## config.mk

```make
export PLATFORM = sky130hd
export DESIGN_NAME = hmm_viterbi_sequencer
export DESIGN_NICKNAME = d
export VERILOG_FILES = /design/src/rtl/hmm_pkg.sv /design/src/rtl/viterbi_acs.sv /design/src/rtl/hmm_viterbi_sequencer.sv
export SDC_FILE = /design/constraint.sdc
export NUM_CORES = 2
export LEC_CHECK = 0
export BUFFER_PORTS_ARGS = -buffer_cell sky130_fd_sc_hd__buf_2
export CELL_PAD_IN_SITES_DETAIL_PLACEMENT = 0
export CELL_PAD_IN_SITES_GLOBAL_PLACEMENT = 1
export CORE_MARGIN = 1
export CORE_UTILIZATION = 45
export CTS_CLUSTER_DIAMETER = 120
export DETAILED_ROUTE_END_ITERATION = 7
export HOLD_SLACK_MARGIN = 0.05
export PLACE_DENSITY_LB_ADDON = 0.05
export SLEW_MARGIN = 20
export SYNTH_ARGS = -nofsm -noshare
export SYNTH_HDL_FRONTEND = slang
export SYNTH_SLANG_ARGS = --single-unit
```

## constraint.sdc

```tcl
create_clock -name clk -period 18.3 [get_ports clk]
set_clock_uncertainty 0.15 [all_clocks]
set_input_delay 0.915 -clock clk [delete_from_list [all_inputs] [get_ports clk]]
set_output_delay 0.915 -clock clk [all_outputs]
set_load 0.01 [all_outputs]
```

## src/rtl/hmm_pkg.sv

```systemverilog
// Shared constants, FSM encoding and saturating score arithmetic
// for the HMM Viterbi frame sequencer.
package hmm_pkg;
  localparam int DIM   = 12;
  localparam int STATE = 12;
  localparam int SW    = 64;

  localparam logic signed [SW-1:0] NEG_INF =
    {1'b1, {(SW-1){1'b0}}};
  localparam logic signed [SW-1:0] SCORE_MAX =
    {1'b0, {(SW-1){1'b1}}};

  localparam logic signed [SW-1:0] A_STAY [STATE] =
    '{default: SW'(-5)};
  localparam logic signed [SW-1:0] A_NEXT [STATE] =
    '{default: SW'(-1)};

  localparam logic [3:0] J_LAST   = 4'(STATE - 1);
  localparam logic [3:0] DIM_LAST = 4'(DIM - 1);
  localparam logic [3:0] DIM_N    = 4'(DIM);

  localparam logic [2:0] S_IDLE   = 3'd0;
  localparam logic [2:0] S_FILL   = 3'd1;
  localparam logic [2:0] S_RUN    = 3'd2;
  localparam logic [2:0] S_FLUSH  = 3'd3;
  localparam logic [2:0] S_REPORT = 3'd4;

  // NEG_INF is absorbing; finite sums clamp instead of wrapping
  function automatic logic signed [SW-1:0] sat_add(
    input logic signed [SW-1:0] a,
    input logic signed [SW-1:0] b
  );
    logic signed [SW:0] s;
    s = {a[SW-1], a} + {b[SW-1], b};
    if (a == NEG_INF || b == NEG_INF)
      sat_add = NEG_INF;
    else if (s > $signed({1'b0, SCORE_MAX}))
      sat_add = SCORE_MAX;
    else if (s < $signed({1'b1, NEG_INF + SW'(1)}))
      sat_add = NEG_INF + SW'(1);
    else
      sat_add = s[SW-1:0];
  endfunction
endpackage

```

## src/rtl/viterbi_acs.sv

```systemverilog
// Combinational add-compare-select for one left-to-right
// Viterbi state update.
module viterbi_acs
  import hmm_pkg::*;
(
  input  logic signed [SW-1:0] cur_i,
  input  logic signed [SW-1:0] prev_i,
  input  logic signed [SW-1:0] stay_i,
  input  logic signed [SW-1:0] next_i,
  input  logic signed [SW-1:0] b_i,
  input  logic                 first_i,
  input  logic                 zero_i,
  output logic signed [SW-1:0] delta_o
);
  logic signed [SW-1:0] stay;
  logic signed [SW-1:0] adv;
  logic signed [SW-1:0] pick;

  always_comb begin
    stay = sat_add(cur_i, stay_i);
    adv  = zero_i ? NEG_INF : sat_add(prev_i, next_i);
    pick = (adv > stay) ? adv : stay;
    if (first_i)
      delta_o = zero_i ? b_i : NEG_INF;
    else
      delta_o = sat_add(pick, b_i);
  end
endmodule

```

## src/rtl/hmm_viterbi_sequencer.sv

```systemverilog
// Frame controller: buffers features, drives the Gaussian scorer
// and runs an in-place Viterbi recursion with running argmax.
module hmm_viterbi_sequencer
  import hmm_pkg::*;
(
  input  logic                 clk,
  input  logic                 reset,
  input  logic                 feat_valid,
  input  logic signed [31:0]   feat_data,
  input  logic                 feat_last,
  output logic                 feat_ready,
  output logic                 hmm_start,
  output logic [31:0]          hmm_x,
  input  logic                 hmm_load,
  input  logic                 hmm_dv,
  input  logic [15:0]          hmm_index,
  input  logic signed [SW-1:0] hmm_score,
  input  logic                 hmm_done,
  output logic                 best_valid,
  output logic [3:0]           best_state,
  output logic signed [SW-1:0] best_score,
  output logic                 best_last,
  output logic [15:0]          frame_cnt,
  output logic                 busy,
  output logic                 err
);
  logic [2:0]           st_q, st_d;
  logic [3:0]           cnt_q;
  logic [3:0]           j_q;
  logic [31:0]          buf_q [DIM];
  logic signed [SW-1:0] delta_q [STATE];
  logic signed [SW-1:0] prev_q;
  logic signed [SW-1:0] max_q;
  logic [3:0]           arg_q;
  logic                 last_f_q;
  logic                 first_q;
  logic                 err_q;
  logic                 bv_q;
  logic [3:0]           bs_q;
  logic signed [SW-1:0] bsc_q;
  logic                 bl_q;
  logic [15:0]          fc_q;
  logic [3:0]           jidx, jm1, xi;
  logic signed [SW-1:0] acs_d;
  logic                 unused_load;

  assign unused_load = hmm_load;

  assign jidx = (j_q <= J_LAST) ? j_q : 4'd0;
  assign jm1  = (jidx == 4'd0) ? 4'd0 : jidx - 4'd1;
  assign xi   = (cnt_q < DIM_N) ? cnt_q : 4'd0;

  assign feat_ready = (st_q == S_FILL);
  assign hmm_start  = (st_q == S_RUN);
  assign busy       = (st_q != S_IDLE);
  assign hmm_x      = (hmm_start && cnt_q < DIM_N)
                    ? buf_q[xi] : 32'd0;
  assign best_valid = bv_q;
  assign best_state = bs_q;
  assign best_score = bsc_q;
  assign best_last  = bl_q;
  assign frame_cnt  = fc_q;
  assign err        = err_q;

  viterbi_acs u_acs (
    .cur_i   (delta_q[jidx]),
    .prev_i  (prev_q),
    .stay_i  (A_STAY[jidx]),
    .next_i  (A_NEXT[jm1]),
    .b_i     (hmm_score),
    .first_i (first_q),
    .zero_i  (jidx == 4'd0),
    .delta_o (acs_d)
  );

  always_comb begin
    st_d = st_q;
    unique case (st_q)
      S_IDLE:   if (feat_valid) st_d = S_FILL;
      S_FILL:   if (feat_valid && cnt_q == DIM_LAST)
                  st_d = S_RUN;
      S_RUN:    if (hmm_done) st_d = S_FLUSH;
      S_FLUSH:  st_d = S_REPORT;
      S_REPORT: st_d = feat_valid ? S_FILL : S_IDLE;
      default:  st_d = S_IDLE;
    endcase
  end

  always_ff @(posedge clk) begin
    if (reset) begin
      st_q     <= S_IDLE;
      cnt_q    <= '0;
      j_q      <= '0;
      prev_q   <= '0;
      max_q    <= NEG_INF;
      arg_q    <= '0;
      last_f_q <= 1'b0;
      first_q  <= 1'b1;
      err_q    <= 1'b0;
      bv_q     <= 1'b0;
      bs_q     <= '0;
      bsc_q    <= '0;
      bl_q     <= 1'b0;
      fc_q     <= '0;
      for (int i = 0; i < DIM; i++) buf_q[i] <= '0;
      for (int i = 0; i < STATE; i++) delta_q[i] <= NEG_INF;
    end else begin
      st_q <= st_d;
      bv_q <= 1'b0;
      unique case (st_q)
        S_FILL: if (feat_valid) begin
          buf_q[cnt_q] <= feat_data;
          last_f_q     <= last_f_q | feat_last;
          cnt_q <= (cnt_q == DIM_LAST) ? 4'd0 : cnt_q + 4'd1;
        end
        S_RUN: begin
          if (cnt_q != DIM_N) cnt_q <= cnt_q + 4'd1;
          if (hmm_dv) begin
            if (j_q <= J_LAST) begin
              delta_q[jidx] <= acs_d;
              prev_q        <= delta_q[jidx];
              j_q           <= j_q + 4'd1;
              if (j_q == 4'd0 || acs_d > max_q) begin
                max_q <= acs_d;
                arg_q <= j_q;
              end
              if (hmm_index != {12'd0, j_q}) err_q <= 1'b1;
            end else begin
              err_q <= 1'b1;
            end
          end
          if (hmm_done) cnt_q <= '0;
        end
        S_FLUSH: begin
          bv_q  <= 1'b1;
          bs_q  <= arg_q;
          bsc_q <= max_q;
          bl_q  <= last_f_q;
          fc_q  <= fc_q + 16'd1;
          j_q   <= '0;
        end
        S_REPORT: begin
          bl_q     <= 1'b0;
          last_f_q <= 1'b0;
          first_q  <= last_f_q;
          // utterance ends: restart the recursion for the next one
          if (last_f_q) begin
            fc_q <= '0;
            for (int i = 0; i < STATE; i++)
              delta_q[i] <= NEG_INF;
          end
        end
        default: ;
      endcase
    end
  end
endmodule

```

==> flow_summary.ini <==
[clock_tree]
clock-sinks = 1640
cts_tree = done
insertion_delay_ns = 0.86
h-tree-depth = 4
clk_pin_slew_ns = 0.06
cts_root_buffer = clkbuf_16
ctsHoldBuffers = 0
cts_inserted_buffers = 181
cts_max_path_buffers = 3

[timing]
min_period_ns = 17.60
fin_tns_setup_ns = 0
timing_hold_violations_final = 0
finalMaxSlewViolations = 0
fin_ws_ns = 0.700
rsz0062_at_grt = false
setup_viol = 0
worst_slew_pin_slew_ns = 1.24
fin_crit_sh_pct = 96.2
slew_headroom_pct = 17.5
hold_slack_ns = 0.246
timing.fmax_ghz = 0.0568

[flow_run]
drv_cap = 0

[logic_synthesis]
synth-seq-area-share_pct = 52.5
ys_async_sr_fraction_pct = 0
syn_avg_cell_area_um2 = 10.3
synth_cell_types = 115
netlist_area_um2 = 89400
syn_nets = 9049
ys_ff_latch = 1640
synth_top_area_share_pct = 47.3
synthFlopType = edfxtp_1
yosysTopAreaCell = edfxtp_1
synthCells = 8722
ys_top_cells_by_area = edfxtp_1 47%, nor2_1 5.7%, dfxtp_1 5.2%
synth-edff-count = 1408
ys_warn_count = 0

[power]
leakagePower_nw = 41.3
ir_drop_uv = 142
pwr_density_cell_nw_per_um2 = 83.5

[critical_path]
worstSetupStartpointType = flip-flop
path_common_cell = buf_4
r2r-end = max_q[0]$_SDFFE_PP0P_
r2r-start = j_q[2]$_SDFFE_PP0P_
crit_path_max_incr_delay_ns = 0.68
critical_path_class = flip-flop to flip-flop
arrival_ns = 18.14
regToRegSetupSlack_ns = 0.70
cp_max_fo = 32
rr_worst_depth = 73
cp-end-kind = flip-flop
cp.required_ns = 18.84
slowest_stage = or4_1

[global_routing]
grt_max_degree = 99
track_usage_pct = 38.7
grt_first_pass_wirelength_um = 547000
antenna_found_initial = 17
grt-ovfl-total = 0
grt_pass1_vias = 71800

[placed_design]
globalplace.congestion = 1.01
placed_cell_area_um2 = 100000
port-buffer-count = 239
pre_cts_slack_ns = 0.542
dpl.hpwl_um = 279000

[die]
row_count = 163
dieArea_um2 = 201000
initial_core_util_pct = 45.3
ioPinCount = 241
die_x_um = 448
fp.dieH_um = 448
fp.coreArea_um2 = 197000

[detailed_routing]
detail_route.first_pass.iterations = 8
antenna_left = 0
wl_um = 397000
routed_via_density = 6.18
routedWlPerCell_um = 32.0
via_count = 76800
drc = 0
dr.first_iter.drc_count = 9498

[cells_and_area]
drive_gt1_share_pct = 20.7
nets = 9946
final_area_um2 = 107000
final_common_cell = edfxtp_1
area_growth_pct = 19.3
layout_common_cells = 1,408 x edfxtp_1, 1,332 x nor2_1, 1,108 x buf_4

[worst_hold_path]
worstHoldPathType = input port to flip-flop
min_to = last_f_q$_SDFFE_PP0P_
min_path_cells = 3
worstHoldStart = feat_last

[outcome]
status = complete, no violations
==> cell type report <==
type | instances | area (µm²)
Antenna cell | 5 | 12.5
Clock buffer | 236 | 4900
Clock inverter | 103 | 1020
Fill cell | 17900 | 90800
Inverter | 218 | 826
Multi-Input combinational cell | 6170 | 38900
Sequential cell | 1640 | 46900
Tap cell | 2640 | 3300
Timing Repair Buffer | 1408 | 10700
==> report_power, final <==
group | switching (mW) | internal (mW) | total (mW)
registers | 0.0358 | 4.16 | 4.19
logic | 0.678 | 0.339 | 1.02
clock network | 1.59 | 2.11 | 3.70
==> flip-flops by register name (all words and copies together) (netlist names) <==
| signal | flops |
|---|---|
| buf_q | 384 |
| prev_q | 64 |
| first_q | 1 |
| err | 1 |
| best_last | 1 |
| j_q | 4 |
| best_valid | 1 |
| last_f_q | 1 |
| best_score | 64 |
| best_state | 4 |
| arg_q | 4 |
| frame_cnt | 16 |
| cnt_q | 4 |
| st_q | 3 |
| max_q | 64 |
| delta_q | 1024 |
==> stage by stage <==
stage                     utilization (%)  power (mW)  instances
final                                54.0        8.91      12400
after global routing                 54.0        9.12      12400
after CTS                            53.9        8.92      12400
after detailed placement             50.9        5.27      12100
after global placement               50.9        5.26      12100
after floorplan                         -        4.67       8722
==> cell usage after synthesis (35+ instances only) <==
library cell / n
xnor2_1: 109
dfxtp_1: 232
o22ai_1: 71
nand3b_1: 48
nor3_1: 117
a21oi_1: 457
buf_6: 76
and2_1: 437
nor4bb_1: 58
o41a_4: 54
edfxtp_1: 1408
o21ai_0: 330
ha_1: 207
nor4_1: 126
buf_2: 139
clkbuf_1: 396
xor2_1: 91
nand4_1: 92
o32ai_1: 48
o211ai_1: 52
a21oi_2: 56
or3_1: 62
nor4b_1: 65
mux2_2: 63
buf_1: 41
and3_1: 38
a31oi_1: 85
or4_1: 36
nor2b_1: 119
inv_1: 215
a21o_1: 96
buf_4: 42
nand2_1: 749
nand2b_1: 89
a211oi_1: 83
nor2_1: 1350
nand3_1: 159
mux2i_1: 159
nor3b_1: 101
o221ai_1: 35
==> cell families (layout without fill, tap and decap cells) <==
family	after synthesis	after routing	share of synthesized area (%)
DFF	1640	1640	52.5
AOI/OAI and AO/OA	1774	1774	14.1
muxes	228	228	2.69
buffers and inverters	912	1965	4.84
adders and majority gates	208	208	2.92
xor gates and xnor gates	200	200	1.96
and+or+nand+nor	3760	3760	21.1
other	0	5	0
==> routing by layer <==
layer / vias to the layer above / global-route usage [%] / routed length (µm)
li1: 33600 / - / -
met1: 38300 / 50.2 / 155000
met2: 4020 / 60.0 / 177000
met3: 879 / 7.35 / 36100
met4: 16 / 23.4 / 28300
met5: - / 0 / 85
==> how the worst max path moves through the flow <==
stage | to | slack (ns) | from | depth (start not counted)
6_report | max_q[0]$_SDFFE_PP0P_ | 0.70 | j_q[2]$_SDFFE_PP0P_ | 73
5_1_grt | arg_q[0]$_SDFFE_PP0P_ | 0.01 | j_q[2]$_SDFFE_PP0P_ | 79
4_1_cts | max_q[6]$_SDFFE_PP0P_ | 0.45 | j_q[2]$_SDFFE_PP0P_ | 75
3_5_place_dp | arg_q[0]$_SDFFE_PP0P_ | 0.54 | j_q[2]$_SDFFE_PP0P_ | 75
3_3_place_gp | arg_q[0]$_SDFFE_PP0P_ | 0.54 | j_q[2]$_SDFFE_PP0P_ | 74
2_1_floorplan | max_q[48]$_SDFFE_PP0P_ | 1.11 | j_q[2]$_SDFFE_PP0P_ | 75
==> critical path, delay by kind of cell (launching register included) <==
kind,cells,cell delay [ns]
AO/OA/AOI/OAI,30,6.95
buffers and inverters,22,4.38
AND/OR/NAND/NOR,15,3.89
adder cells (fa/ha/maj),5,1.42
flip-flops,1,0.40
XOR/XNOR,1,0.17
==> what timing repair did <==
action                     CTS  global route
setup buffers                0             9
gates resized for setup      0            31
setup endpoints to repair    0            68
Note: power is estimated with default switching activity, not from simulation.
